`src/rtl/median9_seq.sv`:
```
// median9_seq: serial 3x3 window median core.
// Loads 9 pixels, runs 5 bubble passes through one min/max stage.
module median9_seq #(
  parameter int WIDTH = 8
) (
  input  logic             CLK,
  input  logic             RST,
  input  logic             DSI,
  input  logic [WIDTH-1:0] DI,
  output logic [WIDTH-1:0] DO,
  output logic             DSO
);

  typedef enum logic [1:0] {
    IDLE,
    LOAD,
    SORT,
    OUT
  } state_t;

  state_t           state_q, state_d;
  logic [3:0]       n_q, n_d;
  logic [2:0]       p_q, p_d;
  logic [2:0]       i_q, i_d;
  logic [WIDTH-1:0] r_q [9];
  logic [WIDTH-1:0] r_d [9];
  logic [WIDTH-1:0] do_q, do_d;
  logic             dso_q, dso_d;

  // next-state: load, compare-exchange step, result strobe
  always_comb begin
    state_d = state_q;
    n_d     = n_q;
    p_d     = p_q;
    i_d     = i_q;
    r_d     = r_q;
    do_d    = do_q;
    dso_d   = 1'b0;
    unique case (state_q)
      IDLE: begin
        if (DSI) begin
          r_d[0]  = DI;
          n_d     = 4'd1;
          state_d = LOAD;
        end
      end
      LOAD: begin
        if (DSI) begin
          for (int k = 1; k < 9; k++) begin
            if (n_q == 4'(k)) r_d[k] = DI;
          end
          n_d = n_q + 4'd1;
          if (n_q == 4'd8) begin
            p_d     = 3'd0;
            i_d     = 3'd0;
            state_d = SORT;
          end
        end else begin
          n_d     = 4'd0;
          state_d = IDLE;
        end
      end
      SORT: begin
        for (int k = 0; k < 8; k++) begin
          if (i_q == 3'(k) && r_q[k] > r_q[k+1]) begin
            r_d[k]   = r_q[k+1];
            r_d[k+1] = r_q[k];
          end
        end
        if (i_q == 3'd7 - p_q) begin
          i_d = 3'd0;
          if (p_q == 3'd4) begin
            p_d     = 3'd0;
            state_d = OUT;
          end else begin
            p_d = p_q + 3'd1;
          end
        end else begin
          i_d = i_q + 3'd1;
        end
      end
      OUT: begin
        do_d    = r_q[4];
        dso_d   = 1'b1;
        n_d     = 4'd0;
        state_d = IDLE;
      end
      default: state_d = IDLE;
    endcase
  end

  // state registers with synchronous reset
  always_ff @(posedge CLK) begin
    if (RST) begin
      state_q <= IDLE;
      n_q     <= 4'd0;
      p_q     <= 3'd0;
      i_q     <= 3'd0;
      r_q     <= '{default: '0};
      do_q    <= '0;
      dso_q   <= 1'b0;
    end else begin
      state_q <= state_d;
      n_q     <= n_d;
      p_q     <= p_d;
      i_q     <= i_d;
      r_q     <= r_d;
      do_q    <= do_d;
      dso_q   <= dso_d;
    end
  end

  assign DO  = do_q;
  assign DSO = dso_q;

endmodule

```
`config.mk`:
```
export PLATFORM = sky130hd
export DESIGN_NAME = median9_seq
export DESIGN_NICKNAME = d
export VERILOG_FILES = /design/src/rtl/median9_seq.sv
export SDC_FILE = /design/constraint.sdc
export NUM_CORES = 1
export LEC_CHECK = 0
export BUFFER_PORTS_ARGS = -buffer_cell sky130_fd_sc_hd__buf_2
export CAP_MARGIN = 20
export CORE_MARGIN = 4
export CORE_UTILIZATION = 25
export CTS_BUF_LIST = sky130_fd_sc_hd__clkbuf_8
export DETAILED_ROUTE_END_ITERATION = 10
export PLACE_DENSITY = 0.45
export SLEW_MARGIN = 10
export SYNTH_ARGS = -nofsm -noshare
export SYNTH_HDL_FRONTEND = slang
export SYNTH_SLANG_ARGS = --single-unit
```
`constraint.sdc`:
```
create_clock -name CLK -period 6 [get_ports CLK]
set_input_delay 0.3 -clock CLK [delete_from_list [all_inputs] [get_ports CLK]]
set_output_delay 0.3 -clock CLK [all_outputs]
set_load 0.02 [all_outputs]
```
After elaboration in Yosys (flattened, before gate mapping). Cells that the tools add are included.

Bits in registers: 93. Logic and storage cells: 135.

$add $sub $neg: 4. $lt $le $gt $ge: 8. Equality and inequality tests: 42. Muxes and demuxes: 40. Reductions and logical operators: 26.

Operators with widths (count): $mux 16 (11); $pmux 64 s2 (1); $mux 8 (9); $gt 8x8->1 (8); $mux 64 (1); $reduce_and 4->1 (10); $ne 2x2->1 const B (14); $ne 3x3->1 const B (8); $eq 4x3->1 const B (4); $pmux 8 s2 (1); $eq 3x3->1 const B (5); $mux 3 (5); $pmux 3 s2 (2); $pmux 4 s3 (1); $mux 2 (5); $eq 4x2->1 const B (2); $logic_and 1x1->1 (8); $mux 4 (2); $pmux 2 s4 (1); $add 3x1->3 const B (2); $eq 3x2->1 const B (2); $reduce_and 3->1 (2); $add 4x1->4 const B (1); $eq 2x2->1 const B (2); 12 further kinds (13).

Longest topological paths before layout. Gate-level depths: netlist of run 1.

Depth in word-level cells: 14. Depth in mapped cells: 11. Gate-level depth less buffers: 9.

Worst setup path before layout of run 1. No wires, ideal clock.

Kind: register -> register. Start: register r_q[15] in the netlist's numbering. End: register r_q[10] in the netlist's numbering. Library setup time: 0.095 ns. Arrival: 2.175 ns. Data required time: 5.905 ns. Path slack: 3.730 ns. Cell stages (with the launch flop): 11. Path buffers: 1. Cell sequence: dfxtp_1 inv_1 ha_1 and3_1 a221oi_2 nor2_1 o211a_4 o21ai_4 nand2b_2 buf_6 a221oi_1.

Cells in the longest elaborated chain, start to end: 4.

RTL lines: start: declaration (line 25) `logic [WIDTH-1:0] r_q [9];`; start signal: assignment (line 107) `r_q <= r_d;`; $gt 8x8->1 (line 65) `if (i_q == 3'(k) && r_q[k] > r_q[k+1]) begin`; $logic_and 1x1->1 (line 65); $ne 3x3->1 (no line) or $mux 16 (tied branches); $reduce_and 4->1 (no line) or $pmux 64 s2 (tied branches).

Several ways; a longest one is shown, not always the timed one. The select of a mux whose other input is x is not followed. A chain may end at the register's enable or synchronous reset.

Worst setup path after layout of run 1.
Start: register state_q[0]. End: register r_q[18] in the netlist's numbering.

Cells in the longest elaborated chain, start to end: 3.

RTL lines: start: declaration (line 21) `state_t state_q, state_d;`; start signal: assignment (line 103) `state_q <= state_d;`; $eq 2x2->1 or $eq 2x1->1 (tied branches) (line 39) `unique case (state_q)`; $ne 3x3->1 (no line) (tied with other cells); $reduce_and 4->1 (no line).

Several ways; a longest one is shown, not always the timed one.

==> impl_metrics.ini, run 1 <==
[place]
dp_hpwl_um = 14400
gp_congestion = 0.829
dp_cells = 1069
placed_cell_area_sq_um = 6730
port_buffers = 19

[clock_network]
cts_root_buf = clkbuf_8
cts_tree = built
htreeDepth = 3
cts_sinks = 93
cts_buffers = 9
ctsLongestPathBuffers = 2
clk_latency_ns = 0.38
hold_buffers = 0
post_cts_buffers = 0
clkTransAtPathRegs_ns = 0.09
post_cts_resized = 0

[timing]
fmax_mhz = 335
slew_headroom = 0.241
tightestPinTransition_ns = 1.14
layout_min_cycle_time_ns = 2.98
hold_viol = 0
finalCritPeriodShare = 0.497
grt_setup_unrepaired = false
setup_viol = 0
drv_slew = 0
tns_ns = 0
fin_skew_ns = 0.00944

[synth]
syn-cell-area_sq_um = 6370
synthFlopType = dfxtp_1
ys_seq_elements = 93
synth.avg_cell_area_sq_um = 8.36
synth-xor-area-share = 0.00413
yosys.area_share.adder = 0.149
synth_top_family_by_area = compound AO/OA/AOI/OAI gates
synthSimpleGateAreaFrac = 0.148
synth_compound_area_frac = 0.305
ys_seq_area_frac = 0.292
muxShareOfSynthArea = 0.0236
yosys_warnings = 0
synth_nets = 849
synth_edf_count = 0
ys_types = 61
synthesis.instances = 762
async_flop_share = 0

[routing]
first_iter_violations = 290
wl_met3_um = 467
drc_errors = 0
ant_nets = 0
wirelength_um = 19200
num_vias = 5604
avgViaCountPerCell = 5.16
wl_met2_um = 9020
top_layer = met4
wl_per_cell_um = 17.7
met1_length_um = 9390
drtPass1Iterations = 5

[critical_path]
reg2reg_slack_ns = 3.02
cp.arrival_ns = 3.27
critPathLaunch = state_q[0]$_SDFFE_PP0P_
worstPathRequired_ns = 6.28
worstSetupEndpoint = r_q[18]$_SDFFE_PP0P_
cp-end-kind = register
path_delay_family = simple AND/OR/NAND/NOR gates
slowest_delay_ns = 0.84
cp_max_fo = 38
timing.rr.start = state_q[0]$_SDFFE_PP0P_
path_depth = 5
r2r-end = r_q[18]$_SDFFE_PP0P_
crit_buf_inv = 0
crit_type = reg -> reg
crit_chain = nor2b_4 > o2111a_1 > nor2b_1 > a221oi_1 > a211oi_1
startpoint_type = register
slowest_stage = nor2b_4
ff2ff_path_depth = 5

[final_layout]
layout-drive-gt1-share = 0.0808
mostFrequentLayoutCells = dfxtp_1 (93), ha_1 (76), inv_1 (73), nor2_1 (73), a211oi_1 (58)
final_area_sq_um = 6900
n_antenna_cell = 0
final_core_util = 0.275
num-fill-cells = 2790
fin_nets = 837
area_growth_pct = 8.41
final_common_cell = dfxtp_1
final_cells = 1085

[floorplanning]
core_sq_um = 25100
die_y_um = 168
row_count = 58
ios = 20
die_area_sq_um = 28100
die_w_um = 168
initial_core_util = 0.254

[pwr]
p_leak_nw = 2.57
power_density_nw_per_um2 = 165
ir_worst_vdd_v = 0.0000722
total_power_mw = 1.14

[grt]
antenna_found_initial = 0
grt_pass1_wl_um = 30500
grt_pass1_vias = 5431
grt-ovfl-total = 0
grt_start_max_net_pins = 71
grtUsageTotal = 0.135

[outcome]
outcome = completed

[flow_run]
maxCapViolCount = 0

[hold_path]
hold_path.class = in -> reg
-- logic make-up after synthesis --
group,after synthesis
AOI/OAI and AO/OA,262
xor gates and xnor gates,3
adders and majority gates,76
buffers and inverters,120
DFF,93
muxes,15
and+or+nand+nor,193
-- per-layer routing --
layer,vias up,track usage
met3,25,0.0250
met1,2694,0.183
met4,0,0.0328
met2,69,0.224
met5,-,0
li1,2816,-
-- power breakdown --
part / switching, mW / leakage [nW] / total [mW] / internal (mW)
registers: 0.0101 / 0.751 / 0.634 / 0.624
clock network: 0.241 / 0.0963 / 0.411 / 0.170
logic: 0.0601 / 1.72 / 0.0963 / 0.0362
total: 0.311 / 2.57 / 1.14 / 0.831
-- worst register-to-register path, cell delays in order, from the launching register on --
cell      delay [ns]
dfxtp_1         0.53
nor2b_4         0.84
o2111a_1        0.53
nor2b_1         0.55
a221oi_1        0.17
a211oi_1        0.27
-- stage by stage --
step           setup WS (ns)  hold WS (ns)
2_1_floorplan           3.73         0.449
3_3_place_gp            3.09         0.445
3_5_place_dp            3.08         0.445
4_1_cts                 3.05         0.284
5_1_grt                 2.75         0.290
6_report                3.02         0.301
-- sequential cells by signal, indices dropped and copies added, names as in the netlist, named ones only --
name     cells
r_q         72
DO           8
n_q          4
i_q          3
p_q          3
DSO          1
state_q      1
-- layout make-up --
class,instances,area [sq um],area share
multi-input cells,549,4040,0.585
flip-flops and latches,93,1860,0.270
well taps,330,413,0.0598
inverters,72,270,0.0391
clock buffers,11,151,0.0219
repair buffers,25,143,0.0207
clock inverters,5,26.3,0.00381
-- cell usage after synthesis (6+ instances only) --
library cell  count  area (sq um)
nand3_1          16          80.1
o21ai_0          25           125
clkbuf_1         25          93.8
a22oi_1           9          67.6
ha_1             76           951
a211o_1           8          70.1
nand2_1          28           105
a221oi_1         48           420
o211ai_1         10          75.1
buf_2            14          70.1
inv_1            72           270
nor2_1           73           274
and3_1            6          37.5
nand2b_1         13          81.3
nor3_1            6          30.0
a21o_1           11          82.6
a31oi_1           6          37.5
nor2b_1          18           113
mux2i_1          15           150
a21oi_1          56           280
a211oi_1         58           435
dfxtp_1          93          1860
nand4_1          15          93.8
-- worst min path at each step --
stage	from	end	slack [ns]	cells after the start
after floorplan	r_q[1]$_SDFFE_PP0P_	r_q[1]$_SDFFE_PP0P_	0.45	2
after global placement	DO[2]$_SDFFE_PP0P_	DO[2]$_SDFFE_PP0P_	0.44	2
after detailed placement	DO[2]$_SDFFE_PP0P_	DO[2]$_SDFFE_PP0P_	0.44	2
after CTS	RST	i_q[1]$_SDFFE_PP0P_	0.28	2
after global routing	RST	i_q[2]$_SDFFE_PP0P_	0.29	2
final	RST	n_q[1]$_SDFFE_PP0P_	0.30	2
Power figures use the tool's default switching activity.
==> inputs of run 2 (changes only) <==
==> constraint.sdc (replaced) <==
create_clock -name CLK -period 2.9 [get_ports CLK]
set_input_delay 0.145 -clock CLK [delete_from_list [all_inputs] [get_ports CLK]]
set_output_delay 0.145 -clock CLK [all_outputs]
set_load 0.02 [all_outputs]
==> run 2 against run 1 <==
  * Design area increased by 3.6%
  * First-iteration DRC count increased by 1.7%
  * Clock skew increased by 0.0097 ns
  * Cell count increased by 2.9%
  * Global-route usage increased by 1.1 points
  * Core utilization increased by 0.99 points
  * Register-to-register slack got worse by 2.8 ns
  * Critical path depth increased by 5
  * Total power increased by 110%
  * Sequential power increased by 110%
==> impl_metrics.ini, run 2 (synthesized netlist as in run 1, its figures left out) <==
[floorplanning]
die_w_um = 168
row_count = 58
die_y_um = 168
initial_core_util = 0.254
die_area_sq_um = 28100
ios = 20
core_sq_um = 25100

[final_layout]
area_growth_pct = 12.3
num-fill-cells = 2777
fin_nets = 872
largest_register_ffs = 72
regMostFlops = r_q
mostFrequentLayoutCells = dfxtp_1 (93), ha_1 (76), inv_1 (73), nor2_1 (73), a211oi_1 (58)
final_core_util = 0.285
final_common_cell = dfxtp_1
layout-drive-gt1-share = 0.121
n_antenna_cell = 0
regArea_sq_um = 1860
final_area_sq_um = 7150
multi_input_area_sq_um = 4030

[critical_path]
crit_type = reg -> reg
crit_buf_inv = 2
timing.rr.start = r_q[55]$_SDFFE_PP0P_
cp-end-kind = register
worstPathRequired_ns = 3.23
cp_max_fo = 19
reg2reg_slack_ns = 0.22
path_delay_family = compound AO/OA/AOI/OAI gates
slowest_stage = a211o_1
cp.arrival_ns = 3.01
slowest_delay_ns = 0.60
crit_chain = inv_1 > ha_1 > a21oi_1 > o21a_1 > and3_1 > a211o_1 > a21oi_2 > nor2_2 > buf_4 > mux2i_1
worstSetupEndpoint = r_q[62]$_SDFFE_PP0P_
r2r-end = r_q[62]$_SDFFE_PP0P_
critPathLaunch = r_q[55]$_SDFFE_PP0P_
ff2ff_path_depth = 10
path_depth = 10
startpoint_type = register

[timing]
fmax_mhz = 373
finalCritPeriodShare = 0.925
tns_ns = 0
setup_viol = 0
hold_slack_ns = 0.136
slew_headroom = 0.248
tightestPinTransition_ns = 1.13
hold_viol = 0
drv_slew = 0
layout_min_cycle_time_ns = 2.68
grt_setup_unrepaired = false
fin_skew_ns = 0.0191

[clock_network]
hold_buffers = 0
cts_buffers = 9
clk_latency_ns = 0.39
htreeDepth = 3
cts_tree = built
clkTransAtPathRegs_ns = 0.11
cts_sinks = 93
ctsLongestPathBuffers = 2
cts_root_buf = clkbuf_8

[grt]
grt_pass1_vias = 5658
grtUsageTotal = 0.146
grt_start_max_net_pins = 55
grt-ovfl-total = 0
grt_pass1_wl_um = 32600
antenna_found_initial = 0

[hold_path]
holdCritStartpoint = DI[0]
hold_path.class = in -> reg

[place]
port_buffers = 19
placed_cell_area_sq_um = 6970
gp_congestion = 0.824
dp_hpwl_um = 15500

[routing]
ant_nets = 0
avgViaCountPerCell = 5.18
first_iter_violations = 295
num_vias = 5783
wirelength_um = 20500
drtPass1Iterations = 5
wl_per_cell_um = 18.4
drc_errors = 0

[pwr]
power_density_nw_per_um2 = 336
ir_worst_vdd_v = 0.000178
p_leak_nw = 2.75

[outcome]
outcome = completed

[flow_run]
maxCapViolCount = 0
[run 2: changes by cell type in the layout (fill, tap and decap cells not counted)]
cell        previous run  this run
buf_4                  7        42
clkbuf_8              11         9
and2_1                 4         3
and2_2                 0         1
bufinv_16              0         1
clkinv_2               3         2
clkinvlp_4             1         0
nor2b_1               17        16
nor2b_2                0         1
nor4_2                 0         1
nor4_4                 1         0
[run 2: worst min path at each step]
stage | endpoint | depth (start not counted)
after floorplan | r_q[56]$_SDFFE_PP0P_ | 3
after global placement | DO[3]$_SDFFE_PP0P_ | 2
after detailed placement | DO[7]$_SDFFE_PP0P_ | 2
after CTS | r_q[56]$_SDFFE_PP0P_ | 4
after global routing | r_q[56]$_SDFFE_PP0P_ | 4
final | r_q[56]$_SDFFE_PP0P_ | 4
[run 2: through the flow]
step / worst slack (ns) / cells / power (mW)
6_report: 0.217 / 1117 / 2.40
3_3_place_gp: 0.170 / 1102 / 1.56
3_5_place_dp: 0.158 / 1103 / 1.56
5_1_grt: 0.00904 / 1117 / 2.50
4_1_cts: 0.129 / 1116 / 2.43
2_1_floorplan: 0.630 / 762 / 1.48
[run 2: metal layers]
layer / wire (um) / part of all wire / track usage
met2: 9520 / 0.46 / 0.237
met1: 9880 / 0.48 / 0.199
met3: 796 / 0.039 / 0.0319
met5: 0 / 0 / 0
met4: 350 / 0.017 / 0.0318
[run 2: worst register-to-register path, cell delays in order (launching register included)]
cell     delay [ns]
dfxtp_1        0.43
inv_1          0.09
ha_1           0.33
a21oi_1        0.16
o21a_1         0.15
and3_1         0.15
a211o_1        0.60
a21oi_2        0.19
nor2_2         0.14
buf_4          0.19
mux2i_1        0.19
[run 2: repair_timing]
item / in CTS / in global routing
gates resized for setup: 0 / 2
endpoints found under the setup margin: 0 / 8
buffers inserted: 0 / 0
[run 2: report_power, final]
group | internal (mW) | total [mW] | switching [mW]
combinational | 0.0849 | 0.225 | 0.140
sequential | 1.29 | 1.31 | 0.0158
clock | 0.380 | 0.868 | 0.488
total | 1.76 | 2.40 | 0.644
[run 2: final cells by class]
class                           count  share of cell area
Timing Repair Buffer               60              0.0567
Tap cell                          330              0.0577
Sequential cell                    93               0.260
Clock inverter                      4             0.00612
Multi-Input combinational cell    549               0.564
Inverter                           72              0.0378
Clock buffer                        9              0.0173
